$ cat src/rtl/sw_seq_feeder_pkg.sv
// sw_seq_feeder_pkg: shared widths, chunk size, FSM encoding and base codes for the sequence feeder.
package sw_seq_feeder_pkg;
  localparam int BP_WIDTH      = 3;
  localparam int ADDRESS_WIDTH = 10;
  localparam int N_PE          = 32;
  localparam int DRAIN_CYCLES  = N_PE + 2;
  localparam logic [2:0] S_IDLE   = 3'd0;
  localparam logic [2:0] S_CRST   = 3'd1;
  localparam logic [2:0] S_LOAD   = 3'd2;
  localparam logic [2:0] S_LGAP   = 3'd3;
  localparam logic [2:0] S_STREAM = 3'd4;
  localparam logic [2:0] S_DRAIN  = 3'd5;
  localparam logic [BP_WIDTH-1:0] BASE_A = 3'd0;
  localparam logic [BP_WIDTH-1:0] BASE_C = 3'd1;
  localparam logic [BP_WIDTH-1:0] BASE_G = 3'd2;
  localparam logic [BP_WIDTH-1:0] BASE_T = 3'd3;
  localparam logic [BP_WIDTH-1:0] BASE_N = 3'd4;
endpackage

$ cat src/rtl/sw_feeder_rd_pipe.sv
// sw_feeder_rd_pipe: aligns a 1-cycle memory read with its qualifier and holds the last base;
// with SW_FEEDER_STALL_EN a one-entry skid keeps the base that lands during a stall.
module sw_feeder_rd_pipe #(
  parameter int W = 3
) (
  input  logic         clk,
  input  logic         rst_i,
`ifdef SW_FEEDER_STALL_EN
  input  logic         stall_i,
`endif
  input  logic         issue_i,
  input  logic [W-1:0] data_i,
  output logic [W-1:0] data_o,
  output logic         vld_o
);
  logic         vld_q;
  logic [W-1:0] hold_q;
`ifdef SW_FEEDER_STALL_EN
  logic         skid_full_q;
  logic [W-1:0] skid_q;
  logic [W-1:0] cur;
  assign cur    = skid_full_q ? skid_q : data_i;
  assign vld_o  = vld_q & ~stall_i;
  assign data_o = vld_o ? cur : hold_q;
  always_ff @(posedge clk) begin
    if (rst_i) begin
      vld_q       <= 1'b0;
      hold_q      <= '0;
      skid_full_q <= 1'b0;
      skid_q      <= '0;
    end else if (stall_i) begin
      if (vld_q && !skid_full_q) begin
        skid_q      <= data_i;
        skid_full_q <= 1'b1;
      end
    end else begin
      vld_q       <= issue_i;
      skid_full_q <= 1'b0;
      if (vld_q) hold_q <= cur;
    end
  end
`else
  assign vld_o  = vld_q;
  assign data_o = vld_q ? data_i : hold_q;
  always_ff @(posedge clk) begin
    if (rst_i) begin
      vld_q  <= 1'b0;
      hold_q <= '0;
    end else begin
      vld_q <= issue_i;
      if (vld_q) hold_q <= data_i;
    end
  end
`endif
endmodule

$ cat src/rtl/sw_seq_feeder.sv
// sw_seq_feeder: chunks the query into N_PE-base loads, streams the target per chunk and resets the PE chain between chunks.
// Optional SW_FEEDER_STALL_EN adds stall_i, which freezes the sequencer and masks the output qualifiers.
module sw_seq_feeder
  import sw_seq_feeder_pkg::*;
(
  input  logic                     clk,
  input  logic                     reset_i,
  input  logic                     start_i,
`ifdef SW_FEEDER_STALL_EN
  input  logic                     stall_i,
`endif
  input  logic [ADDRESS_WIDTH-1:0] query_len_i,
  input  logic [ADDRESS_WIDTH-1:0] target_len_i,
  output logic [ADDRESS_WIDTH-1:0] q_addr_o,
  input  logic [BP_WIDTH-1:0]      q_data_i,
  output logic [ADDRESS_WIDTH-1:0] t_addr_o,
  input  logic [BP_WIDTH-1:0]      t_data_i,
  output logic [BP_WIDTH-1:0]      s_out,
  output logic                     s_update_out,
  output logic [BP_WIDTH-1:0]      t_out,
  output logic                     valid_out,
  output logic [ADDRESS_WIDTH-1:0] col_out,
  output logic                     PE_rst_o,
  output logic                     busy_o,
  output logic                     chunk_done_o,
  output logic                     done_o
);
  localparam logic [ADDRESS_WIDTH-1:0] NPE = ADDRESS_WIDTH'(N_PE);
  localparam logic [ADDRESS_WIDTH-1:0] DRN = ADDRESS_WIDTH'(DRAIN_CYCLES);
  logic [2:0]               st_q, st_d;
  logic [ADDRESS_WIDTH-1:0] cnt_q, cnt_d, base_q, base_d, lq_q, lq_d, lt_q, lt_d;
  logic [ADDRESS_WIDTH-1:0] rem, lk, cnt_end;
  logic                     more, at_end, stall;
`ifdef SW_FEEDER_STALL_EN
  assign stall = stall_i;
`else
  assign stall = 1'b0;
`endif
  // DRAIN runs DRAIN_CYCLES+1 cycles: the first carries the last target base out of the read pipe.
  always_comb begin
    rem     = lq_q - base_q;
    more    = rem > NPE;
    lk      = more ? NPE : rem;
    cnt_end = st_q == S_LOAD ? lk - 1'b1 : st_q == S_STREAM ? lt_q - 1'b1 : st_q == S_DRAIN ? DRN : '0;
    at_end  = cnt_q == cnt_end;
    st_d    = st_q;
    cnt_d   = cnt_q;
    base_d  = base_q;
    lq_d    = lq_q;
    lt_d    = lt_q;
    if (!stall) begin
      cnt_d = at_end ? '0 : cnt_q + 1'b1;
      case (st_q)
        S_IDLE: if (start_i) begin
          st_d   = S_CRST;
          base_d = '0;
          lq_d   = query_len_i;
          lt_d   = target_len_i;
        end
        S_CRST:   st_d = S_LOAD;
        S_LOAD:   st_d = at_end ? S_LGAP : S_LOAD;
        S_LGAP:   st_d = S_STREAM;
        S_STREAM: st_d = at_end ? S_DRAIN : S_STREAM;
        S_DRAIN: if (at_end) begin
          st_d   = more ? S_CRST : S_IDLE;
          base_d = more ? base_q + NPE : base_q;
        end
        default:  st_d = S_IDLE;
      endcase
    end
  end
  always_ff @(posedge clk) begin
    if (reset_i) begin
      st_q   <= S_IDLE;
      cnt_q  <= '0;
      base_q <= '0;
      lq_q   <= '0;
      lt_q   <= '0;
    end else begin
      st_q   <= st_d;
      cnt_q  <= cnt_d;
      base_q <= base_d;
      lq_q   <= lq_d;
      lt_q   <= lt_d;
    end
  end
  assign q_addr_o     = st_q == S_LOAD ? base_q + lk - 1'b1 - cnt_q : '0;
  assign t_addr_o     = st_q == S_STREAM ? cnt_q : '0;
  assign col_out      = base_q;
  assign PE_rst_o     = st_q != S_CRST;
  assign busy_o       = st_q != S_IDLE;
  assign chunk_done_o = st_q == S_DRAIN && at_end && !stall;
  assign done_o       = chunk_done_o && !more;
  sw_feeder_rd_pipe #(.W(BP_WIDTH)) u_q_pipe (
    .clk    (clk),
    .rst_i  (reset_i),
`ifdef SW_FEEDER_STALL_EN
    .stall_i(stall_i),
`endif
    .issue_i(st_q == S_LOAD),
    .data_i (q_data_i),
    .data_o (s_out),
    .vld_o  (s_update_out)
  );
  sw_feeder_rd_pipe #(.W(BP_WIDTH)) u_t_pipe (
    .clk    (clk),
    .rst_i  (reset_i),
`ifdef SW_FEEDER_STALL_EN
    .stall_i(stall_i),
`endif
    .issue_i(st_q == S_STREAM),
    .data_i (t_data_i),
    .data_o (t_out),
    .vld_o  (valid_out)
  );
endmodule

$ cat config.mk
export PLATFORM = sky130hd
export DESIGN_NAME = sw_seq_feeder
export DESIGN_NICKNAME = d
export VERILOG_FILES = /design/src/rtl/sw_seq_feeder_pkg.sv /design/src/rtl/sw_feeder_rd_pipe.sv /design/src/rtl/sw_seq_feeder.sv
export SDC_FILE = /design/constraint.sdc
export NUM_CORES = 1
export LEC_CHECK = 0
export CAP_MARGIN = 10
export CORE_UTILIZATION = 40
export CTS_CLUSTER_DIAMETER = 80
export DETAILED_ROUTE_END_ITERATION = 16
export REMOVE_ABC_BUFFERS = 1
export SETUP_SLACK_MARGIN = 0.5
export SYNTH_ARGS = -nofsm -noshare
export SYNTH_HDL_FRONTEND = slang
export SYNTH_HIERARCHICAL = 1
export SYNTH_SLANG_ARGS = --single-unit
$ cat constraint.sdc
create_clock -name clk -period 7.1 [get_ports clk]
set_input_delay 1.775 -clock clk [delete_from_list [all_inputs] [get_ports clk]]
set_output_delay 1.775 -clock clk [all_outputs]
set_load 0.02 [all_outputs]
; ---- Yosys cells after proc, flatten, opt, wreduce, memory -nomap -nowiden
; Cells that the tools add are included.
[classes]
n_eq_ne = 10
reduce_logical = 10
n_lt_le_gt_ge = 1
mul = 0
muxes = 18
shift = 0
div_mod_pow = 0
n_addsub = 8
bitwise = 0
[ops]
columns = operator, count
row1 = 10-bit 2-to-1 mux, 8
row2 = "10-bit by 1-bit subtractor with 10-bit output, second input constant", 3
row3 = 10-bit one-hot mux with 2 select lines, 1
row4 = 10-bit subtractor, 2
row5 = 3-bit one-hot mux with 6 select lines, 1
row6 = 3-bit 2-to-1 mux, 4
row7 = "10-bit by 1-bit adder with 10-bit output, second input constant", 1
row8 = 10-bit adder, 1
row9 = "10-bit by 6-bit adder with 10-bit output, second input constant", 1
row10 = 10-bit equality test, 1
row11 = "10-bit by 6-bit greater-than comparator with 1-bit output, second input constant", 1
row12 = "3-bit by 2-bit equality test with 1-bit output, second input constant", 2
row13 = "3-bit equality test, second input constant", 2
row14 = 6-bit 2-to-1 mux, 1
row15 = "2-bit != test, second input constant", 3
row16 = 2-bit AND reduction, 2
row17 = 4-bit AND reduction, 1
row18 = "3-bit by 1-bit equality test with 1-bit output, second input constant", 1
row19 = 3-bit zero test, 1
row20 = 1-bit 2-to-1 mux, 3
row21 = "3-bit by 1-bit != test with 1-bit output, second input constant", 1
row22 = 3-bit nonzero test, 1
row23 = 1-bit logical AND, 2
row24 = 2-bit nonzero test, 1
row25 = other kinds (2), 2
[word_totals]
mem_bits_rw = 0
romBits = 0
word_cells = 56
inputBits = 29
ff_bits = 51
latch_bits = 0
out_inout_bits = 42
n_memories = 0

; ---- Depth between registers and ports, before layout
; Gate-level depths: netlist of run 1.
[depth]
ltp_word = 8
depth_mapped = 22
mapped_depth_nobuf = 21

; ---- Modules after synthesis
; Netlist of run 1, hierarchy kept.
[by_module_without_submodules]
columns = mod, area_per_inst_um2, seq_area_each_um2, cells_each, instances
row1 = sw_seq_feeder, 3353.2, 760.7, 448, 1
row2 = sw_feeder_rd_pipe, 153.9, 80.1, 11, 2

; ---- Worst setup path after synthesis of run 1
; No wires, ideal clock.
[synth_path]
path_kind = register to output
from = register base_q[6], in the netlist col_out[6]
to = output port done_o
stages_incl_launch_ff = 19
arrival_time_ps = 4771
required_ps = 5325
n_path_buf = 1
slack_ps = 554
cell_sequence = dfxtp_1 > inv_1 > ha_1 > o21ai_0 > nand2b_1 > a21o_1 > a211oi_4 > and2_1 > buf_4 > nand2_1 > ha_1 > a2bb2oi_1 > xnor2_1 > nand4_1 > nor4b_1 > o311a_1 > nand3_1 > nor4_1 > and2_1
[synth_via]
elab_chain_len = 8
elab_cells_between_ends = 9
cone_classes = add/sub (2) / order compare (1) / eq/ne (1) / mux (2) / reduce/logical (3)
[synth_rtl]
columns = item, line_no
row1 = start: declaration, sw_seq_feeder.sv:31  ; logic [ADDRESS_WIDTH-1:0] cnt_q, cnt_d, base_q, base_d, lq_q, lq_d, lt_q, lt_d;
row2 = start signal: assignment, sw_seq_feeder.sv:82  ; base_q <= base_d;
row3 = 10-bit subtractor *, sw_seq_feeder.sv:41  ; rem = lq_q - base_q;
row4 = 10-bit by 6-bit greater-than comparator with 1-bit output, sw_seq_feeder.sv:42  ; more = rem > NPE;
row5 = 10-bit 2-to-1 mux *, sw_seq_feeder.sv:43  ; lk = more ? NPE : rem;
row6 = 10-bit by 1-bit subtractor with 10-bit output *, sw_seq_feeder.sv:44  ; cnt_end = st_q == S_LOAD ? lk - 1'b1 : st_q == S_STREAM ? lt_q - 1'b1 : st_q == S_DRAIN ? DRN : '0;
row7 = 10-bit 2-to-1 mux *, sw_seq_feeder.sv:44
row8 = 10-bit equality test *, sw_seq_feeder.sv:45  ; at_end = cnt_q == cnt_end;
row9 = 1-bit logical AND *, sw_seq_feeder.sv:92  ; assign chunk_done_o = st_q == S_DRAIN && at_end && !stall;
row10 = net chunk_done_o, sw_seq_feeder.sv:25  ; output logic chunk_done_o,
row11 = 1-bit logical AND *, sw_seq_feeder.sv:93  ; assign done_o = chunk_done_o && !more;
row12 = end: declaration, sw_seq_feeder.sv:26  ; output logic done_o
; Mark *: on every way through the listed nets, which the timed path passes. The rest lies on a longest branch.

; ---- Final worst setup path of run 1
[layout_path]
from = register base_q[5], in the netlist col_out[5]
to = output port done_o
[layout_via]
elab_chain_len = 8
elab_cells_between_ends = 9
cone_classes = add/sub (2) / order compare (1) / eq/ne (1) / mux (2) / reduce/logical (3)
[layout_rtl]
columns = item, line_no
row1 = 10-bit subtractor *, sw_seq_feeder.sv:41
row2 = 10-bit by 6-bit greater-than comparator with 1-bit output, sw_seq_feeder.sv:42
row3 = 10-bit 2-to-1 mux, sw_seq_feeder.sv:43
row4 = 10-bit by 1-bit subtractor with 10-bit output, sw_seq_feeder.sv:44
row5 = 10-bit 2-to-1 mux, sw_seq_feeder.sv:44
row6 = 10-bit equality test, sw_seq_feeder.sv:45
row7 = 1-bit logical AND, sw_seq_feeder.sv:92
row8 = 1-bit logical AND *, sw_seq_feeder.sv:93
; Every way passes the cells marked *; elsewhere a longest branch is shown, timed or not.

==> results of run 1 <==
## worst paths after layout
path                            startpoint         end  slack (ns)
worst max-delay path            col_out[5]      done_o        0.79
worst min-delay path               lq_q[1]     lq_q[1]        0.46
worst max register to register  col_out[5]  col_out[8]        2.72
worst min register to register     lq_q[1]     lq_q[1]        0.46
## sequential cells by signal (all words and copies together), names as in the netlist
name	count
st_q	3
cnt_q	10
u_t_pipe/hold_q	3
lt_q	10
col_out	5
u_q_pipe/vld_o	1
lq_q	10
u_q_pipe/hold_q	3
u_t_pipe/vld_o	1
## logic make-up after synthesis
family	count (synthesis)
AOI/OAI and AO/OA	104
and+or+nand+nor	192
adders and majority gates	28
DFF	46
buffers and inverters	63
other	2
xor gates and xnor gates	27
muxes	8
## power breakdown
group	internal, mW	total [mW]	switching (mW)	leakage, nW
combinational	0.408	0.954	0.547	1.36
clock	0.106	0.204	0.0987	0.0585
sequential	0.299	0.370	0.0706	0.376
total	0.813	1.53	0.716	1.80
## what timing repair did
action | in CTS | in global routing
setup buffers | 0 | 4
hold buffers | 0 | 0
setup endpoints to repair | 5 | 7
pin swaps | 1 | 2
resized for setup | 8 | 12
## placed cells by master, fill, tap and decap left out, types with 4 or more instances in the layout
cell type / synthesis / final
o21ai_0: 11 / 10
mux2_4: 4 / 4
o21a_1: 4 / 4
clkbuf_8: 0 / 5
xor2_1: 8 / 8
and2_1: 14 / 13
o211ai_1: 4 / 4
nand2_1: 55 / 55
conb_1: 2 / 10
or4_1: 7 / 7
nand4_1: 5 / 5
or3_1: 7 / 7
nand3_1: 13 / 13
xnor2_1: 19 / 18
nor2_1: 37 / 36
o21bai_1: 6 / 6
nor3_1: 10 / 10
fa_1: 5 / 5
nor2b_1: 9 / 9
dlygate4sd2_1: 0 / 4
a21oi_1: 43 / 41
inv_1: 36 / 36
clkdlybuf4s50_1: 0 / 60
buf_4: 6 / 6
nand2b_1: 4 / 4
dfxtp_1: 46 / 43
o31ai_1: 7 / 7
ha_1: 23 / 22
and3_1: 8 / 8
## area by class of cell
cell class                      instances  area, um2
Sequential cell                        46      924.6
Multi-Input combinational cell        369       2527
Clock buffer                            5      68.82
Timing Repair Buffer                   71      685.7
Tap cell                              108      135.1
Fill cell                             904       4282
Clock inverter                          3      43.79
Inverter                               37      138.9
## stage by stage
step	std cells	hold slack, ns	utilization
floorplan	452	0.4303	-
global placement	627	0.4451	0.4946
detailed placement	627	0.4519	0.4946
CTS	635	0.4656	0.5075
global route	639	0.4993	0.5138
finish	639	0.4634	0.5138
## worst max-delay path, delay by kind of cell (launching register included)
kind,cells,cell delay [ns]
AND/OR/NAND/NOR,6,1.41
adder cells (fa/ha/maj),2,0.68
flip-flops,1,0.35
buffers and inverters,2,0.46
AO/OA/AOI/OAI,5,1.32
## metal layers
layer / vias to the layer above / wire, um / part of all wire / global-route usage
met2: 76 / 4201 / 0.45 / 0.3159
met1: 1591 / 4608 / 0.50 / 0.2839
met5: - / 0 / 0 / 0
met3: 8 / 363 / 0.039 / 0.02806
met4: 0 / 79 / 0.0085 / 0.04662
li1: 1732 / - / - / -
==> impl_results.md, run 1 <==
* Slew @ Worst Pin at 0.7010 ns
* Routed WL at slightly above 9 mm
* Number of cells produced by synthesis at between 400 and 500
* Status: finished, violations left
* Max-slew violations at 0
* Global Route Usage Sum at 0.1993
* Required time worst endpoint at 5.33 ns
* Leak at 1.796 nW
* TritonCTS clock tree: built
* # H-tree levels at 2
* Slew headroom at 0.5327
* # IOs at a little over 70
* Vias in the first global route at 3175
* Cell depth of the worst flop-to-flop path at 16
* Worst EP arrival at between 4 and 5 ns
* Final worst-path cycle share at 0.8891
* Synth Area per Inst at 7.789 um2
* Root Driver: clkbuf_8
* Syn Std Cell Area at ~3700 um2
* First-pass GRT wire length at 15.46 mm
* Worst path cell trace: inv_1 -> ha_2 -> a2111o_1 -> a21o_1 -> a211oi_4 -> and2_4 -> nand2_1 -> ha_1 -> and3_1 -> a22o_1 -> a32o_1 -> or3_4 -> nor4_2 -> and2_1 -> dlygate4sd2_1
* Fraction of registers with async set/reset at 0
* Largest net degree at the start of global routing at 33
* 1st-pass router iterations at 11
* Post-layout minimum cycle time at between 6 and 7 ns
* Unrepaired setup endpoints after global routing: false
* Initial antenna violation count at 0
* CP peak stage delay at 0.43 ns
* Power density cells at between 300 and 400 nW/um2
* Netlist cell types at between 60 and 70
* Diodes inserted at 0
* Post-synth EDFFs at 0
* Area of the core at a little under 9000 um2
* Highest Clock Rate at roughly 160 MHz
* Largest family of logic cells by synthesized area: simple AND/OR/NAND/NOR gates
* CP endpoint kind: output port
* Clock transition at the registers of the reported paths at 0.09 ns
* Rows at 34
* RePlAce Congestion at between 0.8 and 0.9
* Vias after detailed routing at ~3400
* TritonCTS Buffers at 5
* WL per Instance at approximately 14 um
* Final antenna-violating net count at 0
* Worst-skew pair later-pin latency at a little over 0.3 ns
* Initial Util at 0.4157
* Grt ovf at 0
* Max FO, Critical Path at 12
* Detail Placement HPWL at roughly 7.0 mm
* Number of port buffers at 65
* Most used DFF post-synth: dfxtp_1
* Drc violations at 6
* Area growth syn-to-layout at 23.58%
* Simple-Gate Fraction of Synth Area at 0.2768
* Seq/Total Area, Yosys at 0.2515
* Post-Synth XOR/XNOR Area at 0.06459
* Worst Slack Setup Final at between 0.7 and 0.8 ns
* Critical Path Start Type: flip-flop
* Die ar. at ~9500 um2
* CTS Sinks at 46
* Final setup viols at 0
* Iteration-0 DRC Markers at approximately 180
* Final Hold Vio Count at 0
* Synth Area in Adders at 0.1059
* Max Cap Viol at 0
* Setup TNS at 0 ns
* Vias per cell at 5.332
* Worst Hold Class: reg2reg
* Peak VDD IR at about 0.27 mV
* Final instance area at between 4000 and 5000 um2
* Placed Area at 4355 um2
* Pre-CTS setup slack at a little over 0.3 ns
* Slowest-stage cell, CP: or3_4
* Multiplexer share of the synthesized area at 0.02837
* Yosys warns at 6
* Share of cells above drive strength 1 at 0.08851
* Die Y at 97.67 um
* Top-area cell type share of the netlist area at 0.2515
* Synth cell count leaders: 55 x nand2_1, 46 x dfxtp_1, 43 x a21oi_1
* WS Path Type: reg2out
* Worst Clk Skew at around 0.006 ns
* Clk buf depth at 2
* Cells on Worst Hold Path at 2
* Die W at 97.67 um
* Pwr Total at ~1.5 mW
* Leading area contributor after synthesis: dfxtp_1
* Top-count cell post-synth: nand2_1
* # nets final at around 600
* Compound-Gate Fraction of Synth Area at 0.1955
* Ranking of synthesized cells by area: dfxtp_1 25%, ha_1 7.9%, a21oi_1 5.9%
* Failing checks: design-rule violations
* #FFs+latches synth at 46
No activity file was read; power rests on OpenSTA's default activity.
==> inputs of run 2 (changes only) <==
--- a/config.mk
+++ b/config.mk
@@ -11,6 +11,7 @@
 export DETAILED_ROUTE_END_ITERATION = 16
 export REMOVE_ABC_BUFFERS = 1
 export SETUP_SLACK_MARGIN = 0.5
+export SLEW_MARGIN = 20
 export SYNTH_ARGS = -nofsm -noshare
 export SYNTH_HDL_FRONTEND = slang
 export SYNTH_HIERARCHICAL = 1
==> results of run 2 <==
Same layout as run 1: the final DEF is identical, and so are final timing and power.
==> inputs of run 3 (changes only) <==
--- a/config.mk
+++ b/config.mk
@@ -5,7 +5,8 @@
 export SDC_FILE = /design/constraint.sdc
 export NUM_CORES = 1
 export LEC_CHECK = 0
-export CAP_MARGIN = 10
+export CAP_MARGIN = 20
+export CORE_MARGIN = 5
 export CORE_UTILIZATION = 40
 export CTS_CLUSTER_DIAMETER = 80
 export DETAILED_ROUTE_END_ITERATION = 16
==> impl_results.md, run 3 (synthesized netlist as in run 1, its figures left out) <==
* Die W at 105.7 um (+8.2%)
* Critical Path Start Type: flip-flop
* Final Hold Vio Count at 0 (unchanged)
* Pre-CTS setup slack at 0.2333 ns (-0.07827 ns)
* Leak at 1.785 nW (-0.62%)
* Required time worst endpoint at 5.33 ns (about the same)
* Clock transition at the registers of the reported paths at 0.09 ns (about the same)
* Power density cells at 347.3 nW/um2 (+2.8%)
* Worst-skew pair later-pin latency at 0.30 ns (about the same)
* Clk buf depth at 2 (unchanged)
* Fin cells at 641 (+0.31%)
* Grt ovf at 0 (unchanged)
* Count of hold-fix buffers inserted at cts at 0 (unchanged)
* # H-tree levels at 2 (unchanged)
* Worst Slack Setup Final at 0.6723 ns (-0.1151 ns)
* Initial Util at 0.4039 (-0.01188)
* Number of port buffers at 65 (unchanged)
* Max-slew violations at 0 (unchanged)
* Final worst-path cycle share at 0.9053 (+0.01621)
* Area of the multi-input gates at 2559 um2 (+1.2%)
* Iteration-0 DRC Markers at 222 (+25%)
* Die ar. at 11170 um2 (+17%)
* RePlAce Congestion at 0.8938 (+4.1%)
* Max Cap Viol at 0 (unchanged)
* Worst EP arrival at 4.65 ns (+0.11 ns)
* Unrepaired setup endpoints after global routing: false
* TritonCTS clock tree: built
* Slew @ Worst Pin at 0.8299 ns (+0.1289 ns)
* Worst Hold Class: reg2reg
* Routed WL at 10.14 mm (+9.6%)
* Largest net degree at the start of global routing at 33 (unchanged)
* Die Y at 105.7 um (+8.2%)
* Dpl cells at 630 (+0.48%)
* Area growth syn-to-layout at 24.30%
* 1st-pass router iterations at 4 (-7)
* TritonCTS Buffers at 5 (unchanged)
* # fillers at 904 (unchanged)
* Slew headroom at 0.4454 (-0.08728)
* Detail Placement HPWL at 7.503 mm (+7.3%)
* # nets final at 586 (-0.17%)
* Storage cell area at 923.4 um2 (-0.14%)
* Vias after detailed routing at 3441 (+1.0%)
* Vias in the first global route at 3402 (+7.1%)
* Initial antenna violation count at 0 (unchanged)
* Setup TNS at 0 ns (unchanged)
* Drc violations at 0 (-6)
* Commonest non-fill, non-tap cell in the layout: clkdlybuf4s50_1
* First-pass GRT wire length at 16.40 mm (+6.1%)
* Most frequent cells in the layout: 60 x clkdlybuf4s50_1, 55 x nand2_1, 44 x dfxtp_1
* Final antenna-violating net count at 0 (unchanged)
* Post-layout minimum cycle time at 6.428 ns (+0.1151 ns)
* Root Driver: clkbuf_8
* Worst Clk Skew at 0.01025 ns (+0.004397 ns)
* Area of the core at 9065 um2 (+2.9%)
* Max FO, Critical Path at 8 (-4)
* Vias per cell at 5.368 (+0.68%)
* Peak VDD IR at 0.1868 mV (-30%)
* CP endpoint kind: output port
* Final setup viols at 0 (unchanged)
* Share of cells above drive strength 1 at 0.09245 (+0.003941)
* Global Route Usage Sum at 0.1792 (-0.02011)
* CTS Sinks at 46 (unchanged)
* WL per Instance at 15.82 um (+9.3%)
* Status: complete, no violations
* # IOs at 71 (unchanged)
* Rows at 35 (+2.9%)
* Diodes inserted at 0 (unchanged)
* WS Path Type: reg2out
* Top Registers: cnt_q: 10 flops, lq_q: 10 flops, lt_q: 10 flops
* Highest Clock Rate at 155.6 MHz (-1.8%)
-- run 3: cell types whose count changed in the layout (fill, tap and decap cells not counted), sizes merged --
cell           previous run  this run
clkinv                    2         1
clkinvlp                  0         1
buf                       6         5
clkbuf                    6         7
clkdlybuf4s15             0         1
dlygate4sd2               4         3
inv                      37        36
-- run 3: critical path: stages (launching register included) --
cell and delay (ns):
dfxtp_1 0.40, inv_1 0.10, ha_1 0.39, o21ai_2 0.24, nand2b_1 0.11, a21o_1 0.25
a211oi_4 0.26, and2_4 0.23, nand2_1 0.09, ha_2 0.34, a2bb2oi_1 0.19, xnor2_1 0.13
nand4_1 0.11, nor4b_1 0.27, o311a_1 0.31, nand3_4 0.14, nor4_4 0.33, and2_1 0.18
clkdlybuf4s15_2 0.26
-- run 3: where the power goes --
part           internal, mW  switching, mW
registers             0.299         0.0726
clock network         0.105         0.0973
logic                 0.423          0.582
total                 0.828          0.752
-- run 3: layout make-up --
cell class | instances | area share
Tap cell | 111 | 0.03052
Multi-Input combinational cell | 369 | 0.5623
Inverter | 37 | 0.03052
Sequential cell | 46 | 0.2029
Timing Repair Buffer | 70 | 0.1496
Clock buffer | 6 | 0.01595
Clock inverter | 2 | 0.008249
-- run 3: routing by layer --
layer | up-vias | GRT usage | part of all wire
met5 | - | 0 | 0
met3 | 13 | 0.04593 | 0.060
met4 | 0 | 0.04440 | 0.014
met2 | 85 | 0.3033 | 0.48
met1 | 1610 | 0.2274 | 0.45
li1 | 1733 | - | -
-- run 3: worst paths after layout --
| check | slack [ns] | depth (start not counted) | from | end |
|---|---|---|---|---|
| min reg2reg | 0.46 | 2 | lq_q[1] | lq_q[1] |
| max reg2reg | 2.51 | 18 | col_out[6] | col_out[8] |
| min | 0.46 | 2 | lq_q[1] | lq_q[1] |
| max | 0.67 | 18 | col_out[6] | done_o |
-- run 3: per-stage QoR --
stage,hold slack [ns],power (mW),utilization,area [um2]
2_1_floorplan,0.4303,1.019,-,3555
3_3_place_gp,0.4470,1.285,0.4809,4359
3_5_place_dp,0.4504,1.300,0.4809,4359
4_1_cts,0.4635,1.517,0.4947,4484
5_1_grt,0.4947,1.708,0.5020,4551
6_report,0.4628,1.581,0.5020,4551
-- run 3: timing repair --
item	CTS	global route
gates resized for setup	12	15
buffers inserted	0	3
endpoints found under the setup margin	6	7
pin swaps	0	3
